`src/rtl/flop_arb_pkg.sv`:
```
// Shared types and helpers for the flop-pair arbiter.
// Used by the top and the rotating-priority picker.
package flop_arb_pkg;

    typedef enum logic {
        ST_IDLE = 1'b0,
        ST_OWN  = 1'b1
    } state_t;

    // Index width, never zero so tiny configs still get a real vector
    function automatic int idx_w(input int n);
        return (n > 1) ? $clog2(n) : 1;
    endfunction

endpackage

```
`src/rtl/flop_pair_arbiter_rr_pick.sv`:
```
// Rotating-priority search: first requester at or after ptr,
// optionally skipping one index (the current owner).
module rr_pick
    import flop_arb_pkg::*;
#(
    parameter int N_REQ = 4,
    parameter int IDX_W = 2
) (
    input  logic [N_REQ-1:0] req,
    input  logic [IDX_W-1:0] ptr,
    input  logic             exclude_en,
    input  logic [IDX_W-1:0] exclude_idx,
    output logic             found,
    output logic [IDX_W-1:0] idx
);

    always_comb begin
        found = 1'b0;
        idx   = '0;
        for (int k = 0; k < N_REQ; k++) begin
            int c;
            c = int'(ptr) + k;
            if (c >= N_REQ) c = c - N_REQ;
            if (!found && req[c] &&
                !(exclude_en && c == int'(exclude_idx))) begin
                found = 1'b1;
                idx   = IDX_W'(c);
            end
        end
    end

endmodule

```
`src/rtl/flop_pair_arbiter.sv`:
```
// Round-robin owner of a shared set/reset flop pair (q, qi).
// Owner loads its payload each edge; a hold limit forces rotation.
module flop_pair_arbiter
    import flop_arb_pkg::*;
#(
    parameter int N_REQ    = 4,
    parameter int MAX_HOLD = 8
) (
    input  logic                       clk,
    input  logic                       rst,
    input  logic [N_REQ-1:0]           req,
    input  logic [N_REQ-1:0]           s_in,
    input  logic [N_REQ-1:0]           r_in,
    output logic [N_REQ-1:0]           grant,
    output logic [$clog2(N_REQ)-1:0]   owner,
    output logic                       busy,
    output logic                       q,
    output logic                       qi
);

    localparam int IDX_W = idx_w(N_REQ);
    localparam int HW    = idx_w(MAX_HOLD);
    localparam logic [HW-1:0]    HOLD_MAX = HW'(MAX_HOLD - 1);
    localparam logic [IDX_W-1:0] LAST_IDX = IDX_W'(N_REQ - 1);
    localparam logic [N_REQ-1:0] ONE      = N_REQ'(1);

    state_t           state;
    logic [IDX_W-1:0] ptr;
    logic [HW-1:0]    hold_cnt;

    logic             found;
    logic [IDX_W-1:0] pick_idx;
    logic [IDX_W-1:0] next_ptr;
    logic             own_req;
    logic             load;
    logic             take;
    logic             drop;

    rr_pick #(
        .N_REQ (N_REQ),
        .IDX_W (IDX_W)
    ) u_pick (
        .req         (req),
        .ptr         (ptr),
        .exclude_en  (state == ST_OWN),
        .exclude_idx (owner),
        .found       (found),
        .idx         (pick_idx)
    );

    assign next_ptr = (pick_idx == LAST_IDX) ? '0 : pick_idx + 1'b1;
    assign own_req  = req[owner];
    assign load     = (state == ST_OWN) && own_req;

    // Hand off when idle, when the owner lets go, or at the hold limit
    assign take = found &&
                  ((state == ST_IDLE) ||
                   (!own_req || hold_cnt == HOLD_MAX));
    assign drop = (state == ST_OWN) && !own_req && !found;

    always_ff @(posedge clk or posedge rst) begin
        if (rst) begin
            state    <= ST_IDLE;
            grant    <= '0;
            owner    <= '0;
            busy     <= 1'b0;
            q        <= 1'b0;
            qi       <= 1'b0;
            ptr      <= '0;
            hold_cnt <= '0;
        end else begin
            if (load) begin
                q  <= s_in[owner];
                qi <= r_in[owner];
            end
            if (take) begin
                state    <= ST_OWN;
                grant    <= ONE << pick_idx;
                owner    <= pick_idx;
                busy     <= 1'b1;
                ptr      <= next_ptr;
                hold_cnt <= '0;
            end else if (drop) begin
                state <= ST_IDLE;
                grant <= '0;
                busy  <= 1'b0;
            end else if (load && hold_cnt != HOLD_MAX) begin
                hold_cnt <= hold_cnt + 1'b1;
            end
        end
    end

endmodule

```
`config.mk`:
```
export PLATFORM = sky130hd
export DESIGN_NAME = flop_pair_arbiter
export DESIGN_NICKNAME = d
export VERILOG_FILES = /design/src/rtl/flop_arb_pkg.sv /design/src/rtl/flop_pair_arbiter_rr_pick.sv /design/src/rtl/flop_pair_arbiter.sv
export SDC_FILE = /design/constraint.sdc
export NUM_CORES = 1
export LEC_CHECK = 0
export BUFFER_PORTS_ARGS = -buffer_cell sky130_fd_sc_hd__buf_2
export CAP_MARGIN = 15
export CORE_MARGIN = 2
export CORE_UTILIZATION = 50
export CTS_BUF_LIST = sky130_fd_sc_hd__clkbuf_4 sky130_fd_sc_hd__clkbuf_8
export DETAILED_ROUTE_END_ITERATION = 10
export GPL_TIMING_DRIVEN = 0
export HOLD_SLACK_MARGIN = 0.05
export PLACE_DENSITY = 0.78
export RECOVER_POWER = 100
export SLEW_MARGIN = 20
export SYNTH_ARGS = -nofsm -noshare
export SYNTH_HDL_FRONTEND = slang
export SYNTH_SLANG_ARGS = --single-unit
export TNS_END_PERCENT = 30
```
`constraint.sdc`:
```
create_clock -name clk -period 6.7 [get_ports clk]
set_clock_uncertainty 0.2 [all_clocks]
set_input_delay 0.335 -clock clk [delete_from_list [all_inputs] [get_ports clk]]
set_output_delay 0.335 -clock clk [all_outputs]
set_load 0.05 [all_outputs]
```
==> metrics.md, run 1 <==
| Metric | Value |
|---|---|
| Die H | around 52 um |
| Crit end category | register |
| Die area | 2745 um2 |
| Post-synthesis instance total | 104 |
| RR Startpoint | ptr[1] |
| Slew @ Worst Pin | 746.3 ps |
| Clk_lat worst skew | roughly 290 ps |
| Initial drt markers | 17 |
| Dpl ws | 3340 ps |
| Fill count | 198 |
| Die Width | 52.40 um |
| Status | finished, final reports clean |
| GR Overflow Total | 0 |
| Sequential fraction of the synthesis area | 29.91% |
| Routed len/inst | 16.45 um |
| Vias in the first global route | 936 |
| Via count | 942 |
| RSZ-0062 raised after global routing | false |
| Required time worst endpoint | 6670 ps |
| Count of state elements after synthesis | 14 |
| Global-route wire length before repair | 4153 um |
| N_diodes | 0 |
| Layout Cells excl Fill | ~160 |
| Synth Warn # | 0 |
| Largest net degree at the start of global routing | 15 |
| Vias/cell | ~5.9 |
| TritonCTS Sinks | 14 |
| Max-slew violation count | 0 |
| Starting Density | 52.94% |
| Placed Cells | 154 |
| Share of post-route cells with drive strength above 1 | 26.72% |
| Final RePlAce weighted congestion | 0.9548 |
| Cell Area, Synth | 1171 um2 |
| H-tree Lvls | 1 |
| IO Pins | 23 |
| DP HPWL | between 2000 and 2500 um |
| Syn-to-layout area delta | 13.35% |
| Critical Path Start Type | register |
| Initial antenna violation count | 0 |
| Drt total wl | 2616 um |
| Asr flop ratio synth | 100.0% |
| Max Buffers Root-to-Sink | 2 |
| Maxcap violations | 0 |
| Critical path origin | ptr[1] |
| Crit Path Max Fanout | 10 |
| CP delay by family, top | compound AO/OA/AOI/OAI gates |
| Average cell area after synthesis | 11.26 um2 |
| DRT antenna net count | 0 |
| Worst-path cell chain | clkbuf_1, inv_1, ha_1, xnor2_1, o41ai_1, a21oi_1, o211ai_1, a21boi_0, inv_1, ha_1, mux2_1 |
| Most common cell in the netlist | dfrtp_1 |
| Final worst slack | 2549 ps |
| Total GRT Usage | a little over a fifth |
| Slowest library cell on the worst path | o41ai_1 |
| Num CTS Buffers | 3 |
| Tcrit/Tclk final | 61.95% |
| Worst Path Buf+Inv | 3 |
| Post-synth top cells | dfrtp_1 (14), inv_1 (11), ha_1 (9) |
| Post-synthesis cell type count | 38 |
| Root buf cell | clkbuf_4 |
| Syn nets | 127 |
| Synth area leader | dfrtp_1 |
| DRT Pass-1 Iters | 4 |
| PortBufs | 22 |
| Hold crit path type | reg2reg |
| Core Box Area | 2212 um2 |
| Nets | 155 |
| Primary FF master, synth | dfrtp_1 |
| Max incr delay on CP | 720 ps |
| DRC violations left | 0 |
| Final setup vio count | 0 |
| Top post-synthesis cells by area | dfrtp_1 (30%), mux4_2 (12%), ha_1 (9.6%), o221a_1 (3.8%), inv_1 (3.5%) |
| Max-slew headroom at the worst pin | ~50% |
| Setup TNS | 0 ps |
| Final hold violations | 0 |
| Maximum clock rate | roughly 240 MHz |
| Area share of the largest cell type after synthesis | 29.91% |
| Final critical-path required period | between 4000 and 5000 ps |
| Kind of critical path | reg2reg |
| HP Start | hold_cnt[0] |
| CTS clk-pin slew, worst paths | 90 ps |
| Critical path arrival | 4120 ps |
| TritonCTS clock tree | done |
| Dpl cell area | 1316 um2 |
| Post-synth EDFFs | 0 |
| Cell area after layout | ~1300 um2 |
| Row cnt | 17 |
==> metrics by stage <==
step	hold WS (ps)	util [%]
2_1_floorplan	24.22	-
3_3_place_gp	186.4	59.50
3_5_place_dp	201.6	59.50
4_1_cts	312.8	61.60
5_1_grt	308.0	60.01
6_report	309.5	60.01
==> sequential cells by signal, indices dropped and copies added (netlist names) <==
signal    count
owner         2
grant         4
q             1
ptr           2
qi            1
state         1
hold_cnt      3
==> cells in the final DEF (no fill, tap or decap), drive strengths merged <==
| master | n |
|---|---|
| ha | 9 |
| clkbuf | 15 |
| and2 | 2 |
| dfrtp | 14 |
| dlygate4sd3 | 1 |
| a21oi | 2 |
| and3 | 2 |
| xor2 | 2 |
| a21o | 1 |
| o221a | 4 |
| mux4 | 7 |
| nor3b | 1 |
| o31a | 1 |
| inv | 11 |
| nor2 | 1 |
| buf | 17 |
| mux2i | 3 |
| a22oi | 1 |
| and2b | 1 |
| a311oi | 1 |
| nand3 | 5 |
| xnor2 | 2 |
| a31oi | 3 |
| nand2 | 5 |
| o21ai | 4 |
| mux2 | 5 |
| o211ai | 2 |
| nor2b | 2 |
| nand3b | 2 |
| o41ai | 2 |
| a32oi | 1 |
| a21boi | 1 |
| nand2b | 1 |
==> repair_timing <==
item	CTS	global route
hold endpoints to repair	14	0
resized for setup	0	0
setup buffers	0	0
hold buffers	1	0
==> kinds of logic after synthesis <==
logic type                 after synthesis  share of synthesized area, %
and+or+nand+nor                         22                         11.11
xor gates and xnor gates                 4                         3.633
muxes                                   15                         21.80
buffers and inverters                   17                         7.372
adders and majority gates                9                         9.616
AOI/OAI and AO/OA                       23                         16.56
DFF                                     14                         29.91
==> path summary, 6_finish.rpt <==
path	end	slack (ps)	cells after the start
worst max-delay path	ptr[1]	2550	11
worst min-delay path	hold_cnt[0]	310	1
worst max register to register	ptr[1]	2550	11
worst min register to register	hold_cnt[0]	310	1
max in group asynchronous	ptr[0]	5490	3
min in group asynchronous	grant[0]	460	3
==> per-layer routing <==
layer / vias to the layer above / part of all wire, % / track usage [%]
met5: - / 0 / 0
met4: 0 / 1.0 / 6.838
met3: 6 / 4.7 / 6.286
met2: 32 / 54 / 38.96
met1: 458 / 41 / 23.05
li1: 446 / - / -
==> layout make-up <==
cell class                      count  area (um2)  share of cell area, %
Multi-Input combinational cell     73       715.7                  53.91
Sequential cell                    14       350.3                  26.39
Timing Repair Buffer               23       108.9                  8.200
Inverter                           11       41.29                  3.110
Buffer                              6       40.04                  3.016
Clock buffer                        4       36.28                  2.733
Tap cell                           28       35.03                  2.639
Power of run 1 is left out: the tool's default activity adds up to more than one toggle a clock period on the data nets, which glitch-free logic cannot reach.
==> inputs of run 2 (changes only) <==
- ABC_AREA: not set -> 1
- clock period: 6.7 -> 4.1 ns (I/O delays scaled with it)
==> run 2 against run 1 <==
- flip-flop and latch count unchanged
- final area increased by 1.8%
- first-iteration DRC count increased by 88%
- highest routed layer unchanged
==> metrics.md, run 2 <==
| Metric | Value |
|---|---|
| Status | finished, final reports clean (unchanged) |
| Row cnt | 18 (was 17) |
| Count of state elements after synthesis | 14 (unchanged) |
| Max-slew violation count | 0 (unchanged) |
| Area share of the largest cell type after synthesis | 28.28% (was 29.91%) |
| N_diodes | 0 (unchanged) |
| Worst Path Buf+Inv | 3 (unchanged) |
| CP delay by family, top | simple AND/OR/NAND/NOR gates (was compound AO/OA/AOI/OAI gates) |
| Maxcap violations | 0 (unchanged) |
| Reg2reg path depth | 13 (was 11) |
| Global-route wire length before repair | 4340 um (was 4153 um) |
| Post-synthesis instance total | 165 (was 104) |
| Final hold violations | 0 (unchanged) |
| Hold endpoint | qi (was hold_cnt[0]) |
| Total GRT Usage | 20.98% (was 21.24%) |
| Core Box Area | 2410 um2 (was 2212 um2) |
| Post-synth top cells | nand2_1 (56), nand3_1 (20), dfrtp_1 (14) (was dfrtp_1 (14), inv_1 (11), ha_1 (9)) |
| Clk_lat worst skew | 280 ps (was 290 ps) |
| Fill count | 243 (was 198) |
| Hold crit path type | in2reg (was reg2reg) |
| Root buf cell | clkbuf_4 (unchanged) |
| Synth Warn # | 0 (unchanged) |
| Reg2reg end | ptr[1] (unchanged) |
| Final RePlAce weighted congestion | 0.7991 (was 0.9548) |
| Final critical-path required period | 3232 ps (was 4151 ps) |
| Syn-to-layout area delta | 9.091% (was 13.35%) |
| Max-slew headroom at the worst pin | 59.72% (was 49.60%) |
| DRT Pass-1 Iters | 4 (unchanged) |
| DP HPWL | 2066 um (was 2008 um) |
| Starting Density | 51.40% (was 52.94%) |
| Primary FF master, synth | dfrtp_1 (unchanged) |
| Nets | 216 (was 155) |
| Share of post-route cells with drive strength above 1 | 21.35% (was 26.72%) |
| TritonCTS Sinks | 14 (unchanged) |
| Critical path arrival | 3190 ps (was 4120 ps) |
| Vias/cell | 5.068 (was 5.925) |
| Via count | 1,125 (was 942) |
| Commonest non-fill, non-tap cell in the layout | nand2_1 (was buf_2) |
| Setup TNS | 0 ps (unchanged) |
| Most frequent CP cell | nand2_1 |
| Required time worst endpoint | 4050 ps (was 6670 ps) |
| IO Pins | 23 (unchanged) |
| Tcrit/Tclk final | 78.84% (was 61.95%) |
| Worst-path cell chain | clkbuf_1, inv_6, ha_1, inv_1, nand2_1, nand2_1, nand3_1, nand2_1, nand3_1, nor2_1, nor2_1, nand2_2, o21ai_0 (was clkbuf_1, inv_1, ha_1, xnor2_1, o41ai_1, a21oi_1, o211ai_1, a21boi_0, inv_1, ha_1, mux2_1) |
| Top post-synthesis cells by area | dfrtp_1 (28%), nand2_1 (17%), ha_1 (9.1%), nand3_1 (8.1%), nor2_8 (4.8%) (was dfrtp_1 (30%), mux4_2 (12%), ha_1 (9.6%), o221a_1 (3.8%), inv_1 (3.5%)) |
| DRC violations left | 0 (unchanged) |
| Critical Path Start Type | register (unchanged) |
| Slowest library cell on the worst path | clkbuf_1 (was o41ai_1) |
| Die H | 53.78 um (was 52.40 um) |
| Largest net degree at the start of global routing | 15 (unchanged) |
| Synth area leader | dfrtp_1 (unchanged) |
| Num CTS Buffers | 3 (unchanged) |
| Largest registers | grant: 4 flops, hold_cnt: 3 flops (unchanged) |
| HP Start | r_in[0] (was hold_cnt[0]) |
| RR Startpoint | ptr[0] (was ptr[1]) |
| Crit Path Max Fanout | 10 (unchanged) |
| Vias in the first global route | 1,049 (was 936) |
| CTS clk-pin slew, worst paths | 90 ps (about the same) |
| Most frequent cells in the layout | nand2_1 (58), nand3_1 (22), dfrtp_1 (14), buf_2 (13), inv_1 (12) (was buf_2 (15), dfrtp_1 (14), inv_1 (11), clkbuf_1 (11), ha_1 (9)) |
| Reg2reg setup slack | 870 ps (was 2550 ps) |
| GR Overflow Total | 0 (unchanged) |
| Cts hold-fix bufs | 1 (unchanged) |
| Slew @ Worst Pin | 606.9 ps (was 746.3 ps) |
| Hold path depth | 4 (was 1) |
| Die area | 2892 um2 (was 2745 um2) |
| Initial drt markers | 32 (was 17) |
| TritonCTS clock tree | done (unchanged) |
| Sequential fraction of the synthesis area | 28.28% (was 29.91%) |
| Post-synthesis cell type count | 26 (was 38) |
| Cell Area, Synth | 1239 um2 (was 1171 um2) |
| Final setup vio count | 0 (unchanged) |
| Initial antenna violation count | 0 (unchanged) |
| Die Width | 53.78 um (was 52.40 um) |
| # Post-CTS Setup Buffers | 0 (unchanged) |
| Max incr delay on CP | 470 ps (was 720 ps) |
| Drt total wl | 2605 um (was 2616 um) |
| Average cell area after synthesis | 7.507 um2 (was 11.26 um2) |
| DRT antenna net count | 0 (unchanged) |
| Kind of critical path | reg2reg (unchanged) |
| Max Buffers Root-to-Sink | 2 (unchanged) |
| Most common cell in the netlist | nand2_1 (was dfrtp_1) |
| Syn nets | 188 (was 127) |
| Routed len/inst | 11.73 um (was 16.45 um) |
| PortBufs | 22 (unchanged) |
| Post-CTS Resized | 0 (unchanged) |
| H-tree Lvls | 1 (unchanged) |
| Max reg flops | 4 (unchanged) |
| Post-synth EDFFs | 0 (unchanged) |
| Maximum clock rate | 309.4 MHz (was 240.9 MHz) |
| Crit end category | register (unchanged) |
| RSZ-0062 raised after global routing | false (unchanged) |
| Asr flop ratio synth | 100.0% (unchanged) |
| Biggest register | grant (unchanged) |
run 2: cell count changes in the layout (fill, tap and decap cells not counted), moves of 4 or more:
cell | before | now
o221a_1 | 4 | 0
nand3_1 | 4 | 22
nor2_1 | 1 | 10
mux4_2 | 6 | 0
nand2_2 | 0 | 7
nand2_1 | 5 | 58
run 2: stage by stage:
stage | std cells | util [%] | setup slack [ps] | instance area (um2) | hold slack, ps
floorplan | 165 | - | 1634 | 1239 | -105.8
global placement | 217 | 57.53 | 1496 | 1386 | 54.57
detailed placement | 217 | 57.53 | 1386 | 1386 | 67.03
CTS | 222 | 59.45 | 1369 | 1433 | 129.5
global route | 222 | 56.07 | 642.9 | 1351 | 146.1
finish | 222 | 56.07 | 867.5 | 1351 | 137.0
run 2: cell families (layout without fill, tap and decap cells):
kind of cell / Yosys count / in the layout / share of synthesized area [%]
AO/OA/AOI/OAI: 15 / 15 / 7.677
adder cells (fa/ha/maj): 9 / 9 / 9.091
buffers and inverters: 20 / 47 / 8.283
flip-flops: 14 / 14 / 28.28
multiplexers: 2 / 2 / 1.818
AND/OR/NAND/NOR: 105 / 105 / 44.85
run 2: how the worst max path moves through the flow:
stage	startpoint	to	slack, ps	cells after the start
2_1_floorplan	ptr[0]	ptr[1]	1630	16
3_3_place_gp	ptr[0]	ptr[1]	1500	16
3_5_place_dp	ptr[0]	ptr[1]	1390	16
4_1_cts	ptr[0]	ptr[1]	1370	16
5_1_grt	ptr[0]	ptr[1]	640	13
6_report	ptr[0]	ptr[1]	870	13
run 2: cell type report:
cell class              instances  area (um2)  share of cell area [%]
plain buffers                   2       7.507                  0.5556
clock buffers                   4       36.28                   2.685
inverters                      18       80.08                   5.926
multi-input cells             131       730.7                   54.07
flip-flops and latches         14       350.3                   25.93
well taps                      30       37.54                   2.778
repair buffers                 23       108.9                   8.056
run 2: routing by layer:
metal,track usage [%],up-vias,wire length [um]
met1,25.65,515,1232
met3,5.000,2,104
met4,6.410,0,15
li1,-,584,-
met2,36.18,24,1252
met5,0,-,0
run 2: worst reg2reg max path: stages (launching register included):
cell	delay (ps)
dfrtp_1	360
clkbuf_1	470
inv_6	110
ha_1	380
inv_1	150
nand2_1	90
nand2_1	60
nand3_1	70
nand2_1	160
nand3_1	180
nor2_1	440
nor2_1	260
nand2_2	100
o21ai_0	80
Power of run 2 is left out for the same reason.
==> inputs of run 3 (changes only) <==
- clock period: 4.1 -> 3.15 ns (I/O delays scaled with it)
==> run 3 against run 2 <==
- worst setup slack got worse by 510 ps
- register-to-register slack got worse by 510 ps
- core utilization rose by 1.5 points
- hold slack got worse by 45 ps
- sequential share of layout area fell by 0.68 points
- final cell count did not move
- first-iteration DRC count fell by 19%
- critical path depth rose by 3
- clock-buffer cell count did not move
- global-route usage did not move
- critical path type unchanged
==> metrics.md, run 3 (synthesis results as in run 2) <==
| Metric | Value |
|---|---|
| Tcrit/Tclk final | 88.72% (was 78.84%) |
| Vias/cell | 5.122 (was 5.068) |
| Status | finished, final reports clean (unchanged) |
| Initial drt markers | 26 (was 32) |
| Total GRT Usage | 20.98% (unchanged) |
| TritonCTS clock tree | done (unchanged) |
| Die area | 2892 um2 (unchanged) |
| Share of post-route cells with drive strength above 1 | 22.92% (was 21.35%) |
| Dpl cell area | 1386 um2 (unchanged) |
| DRC violations left | 0 (unchanged) |
| Crit end category | register (unchanged) |
| Critical Path Start Type | register (unchanged) |
| Setup TNS | 0 ps (unchanged) |
| Biggest register | grant (unchanged) |
| Layout Cells excl Fill | 222 (unchanged) |
| Final RePlAce weighted congestion | 0.7991 (unchanged) |
| Reg2reg path depth | 16 (was 13) |
| Core Box Area | 2410 um2 (unchanged) |
| DRT Pass-1 Iters | 4 (unchanged) |
| Final critical-path required period | 2795 ps (was 3232 ps) |
| Syn-to-layout area delta | 12.02% (was 9.091%) |
| Final hold violations | 0 (unchanged) |
| Fill count | 236 (was 243) |
| Critical path arrival | 2770 ps (was 3190 ps) |
| Most frequent cells in the layout | nand2_1 (58), nand3_1 (21), dfrtp_1 (14), buf_2 (13), inv_1 (12) (was nand2_1 (58), nand3_1 (22), dfrtp_1 (14), buf_2 (13), inv_1 (12)) |
| CTS clk-pin slew, worst paths | 90 ps (about the same) |
| Vias in the first global route | 1,049 (unchanged) |
| RSZ-0062 raised after global routing | false (unchanged) |
| Hold slack | 91.94 ps (was 137.0 ps) |
| Die H | 53.78 um (unchanged) |
| Max-slew violation count | 0 (unchanged) |
| Clk_lat worst skew | 280 ps (about the same) |
| Hold crit path type | in2reg (unchanged) |
| Via count | 1,137 (was 1,125) |
| Hold path depth | 4 (unchanged) |
| DRT antenna net count | 0 (unchanged) |
| Placed Cells | 217 (unchanged) |
| GR Overflow Total | 0 (unchanged) |
| Largest net degree at the start of global routing | 15 (unchanged) |
| Cell area after layout | 1388 um2 (was 1351 um2) |
| Root buf cell | clkbuf_4 (unchanged) |
| Starting Density | 51.40% (unchanged) |
| Final setup vio count | 0 (unchanged) |
| Commonest non-fill, non-tap cell in the layout | nand2_1 (unchanged) |
| N_diodes | 0 (unchanged) |
| DP HPWL | 2066 um (unchanged) |
| Initial antenna violation count | 0 (unchanged) |
| Drt total wl | 2602 um (was 2605 um) |
| Maxcap violations | 0 (unchanged) |
| Nets | 216 (unchanged) |
| Max-slew headroom at the worst pin | 51.77% (was 59.72%) |
| Row cnt | 18 (unchanged) |
| Die Width | 53.78 um (unchanged) |
| Max reg flops | 4 (unchanged) |
| H-tree Lvls | 1 (unchanged) |
| Max Buffers Root-to-Sink | 2 (unchanged) |
| TritonCTS Sinks | 14 (unchanged) |
| Largest registers | grant: 4 flops, hold_cnt: 3 flops (unchanged) |
| Slew @ Worst Pin | 720.8 ps (was 606.9 ps) |
| IO Pins | 23 (unchanged) |
| Kind of critical path | reg2reg (unchanged) |
| Num CTS Buffers | 3 (unchanged) |
| Crit Path Max Fanout | 10 (unchanged) |
| Routed len/inst | 11.72 um (was 11.73 um) |
| Required time worst endpoint | 3130 ps (was 4050 ps) |
| Maximum clock rate | 357.8 MHz (was 309.4 MHz) |
| PortBufs | 22 (unchanged) |
| Global-route wire length before repair | 4340 um (unchanged) |
## run 3: cell types whose count changed in the layout (fill, tap and decap cells not counted)
cell      previous run  this run
nand3_1             22        21
o21ai_1              1         2
o21ai_0              7         6
nand3_4              0         1
clkbuf_1            11        10
nor2_8               1         2
buf_6                0         1
nor2_1              10         9
## run 3: cell type report
| cell class | count | area, um2 | area share, % |
|---|---|---|---|
| Tap cell | 30 | 37.54 | 2.705 |
| Clock buffer | 4 | 36.28 | 2.615 |
| Sequential cell | 14 | 350.3 | 25.25 |
| Multi-Input combinational cell | 131 | 759.5 | 54.73 |
| Timing Repair Buffer | 23 | 108.9 | 7.845 |
| Inverter | 18 | 80.08 | 5.771 |
| Buffer | 2 | 15.01 | 1.082 |
## run 3: worst paths after layout
kind | slack [ps] | endpoint | startpoint
worst max-delay path | 360 | ptr[1] | ptr[0]
worst min-delay path | 90 | qi | r_in[0]
worst max register to register | 360 | ptr[1] | ptr[0]
worst min register to register | 300 | hold_cnt[0] | hold_cnt[0]
max in group asynchronous | 2160 | qi | rst
min in group asynchronous | 240 | grant[1] | rst
## run 3: layer usage
layer,share of wire [%],global-route usage [%],wire length (um),vias to the layer above
met4,1.2,6.410,31,0
met3,4.4,5.000,115,5
met5,0,0,0,-
li1,-,-,-,587
met1,46,25.65,1197,517
met2,48,36.18,1257,28
## run 3: timing repair
item | CTS | global route
hold buffers | 1 | 0
resized for setup | 0 | 0
endpoints found under the hold margin | 14 | 0
setup buffers | 0 | 0
## run 3: critical path, cell delays in order, from the launching register on
cell and delay (ps):
dfrtp_1 370, buf_6 160, inv_6 60, ha_1 350, inv_1 160, nand2_1 90, nand2_1 60, nand3_1 70
nand2_1 200, inv_1 110, a21oi_1 170, nand2_2 80, nand2_2 90, inv_1 70, ha_1 300, nand2_2 70
o21ai_1 60
## run 3: stage by stage
step / utilization [%] / setup slack, ps
2_1_floorplan: - / 684.2
3_3_place_gp: 57.53 / 546.5
3_5_place_dp: 57.53 / 435.8
4_1_cts: 59.45 / 418.5
5_1_grt: 57.58 / 112.4
6_report: 57.58 / 355.3
Power of run 3 is left out for the same reason.
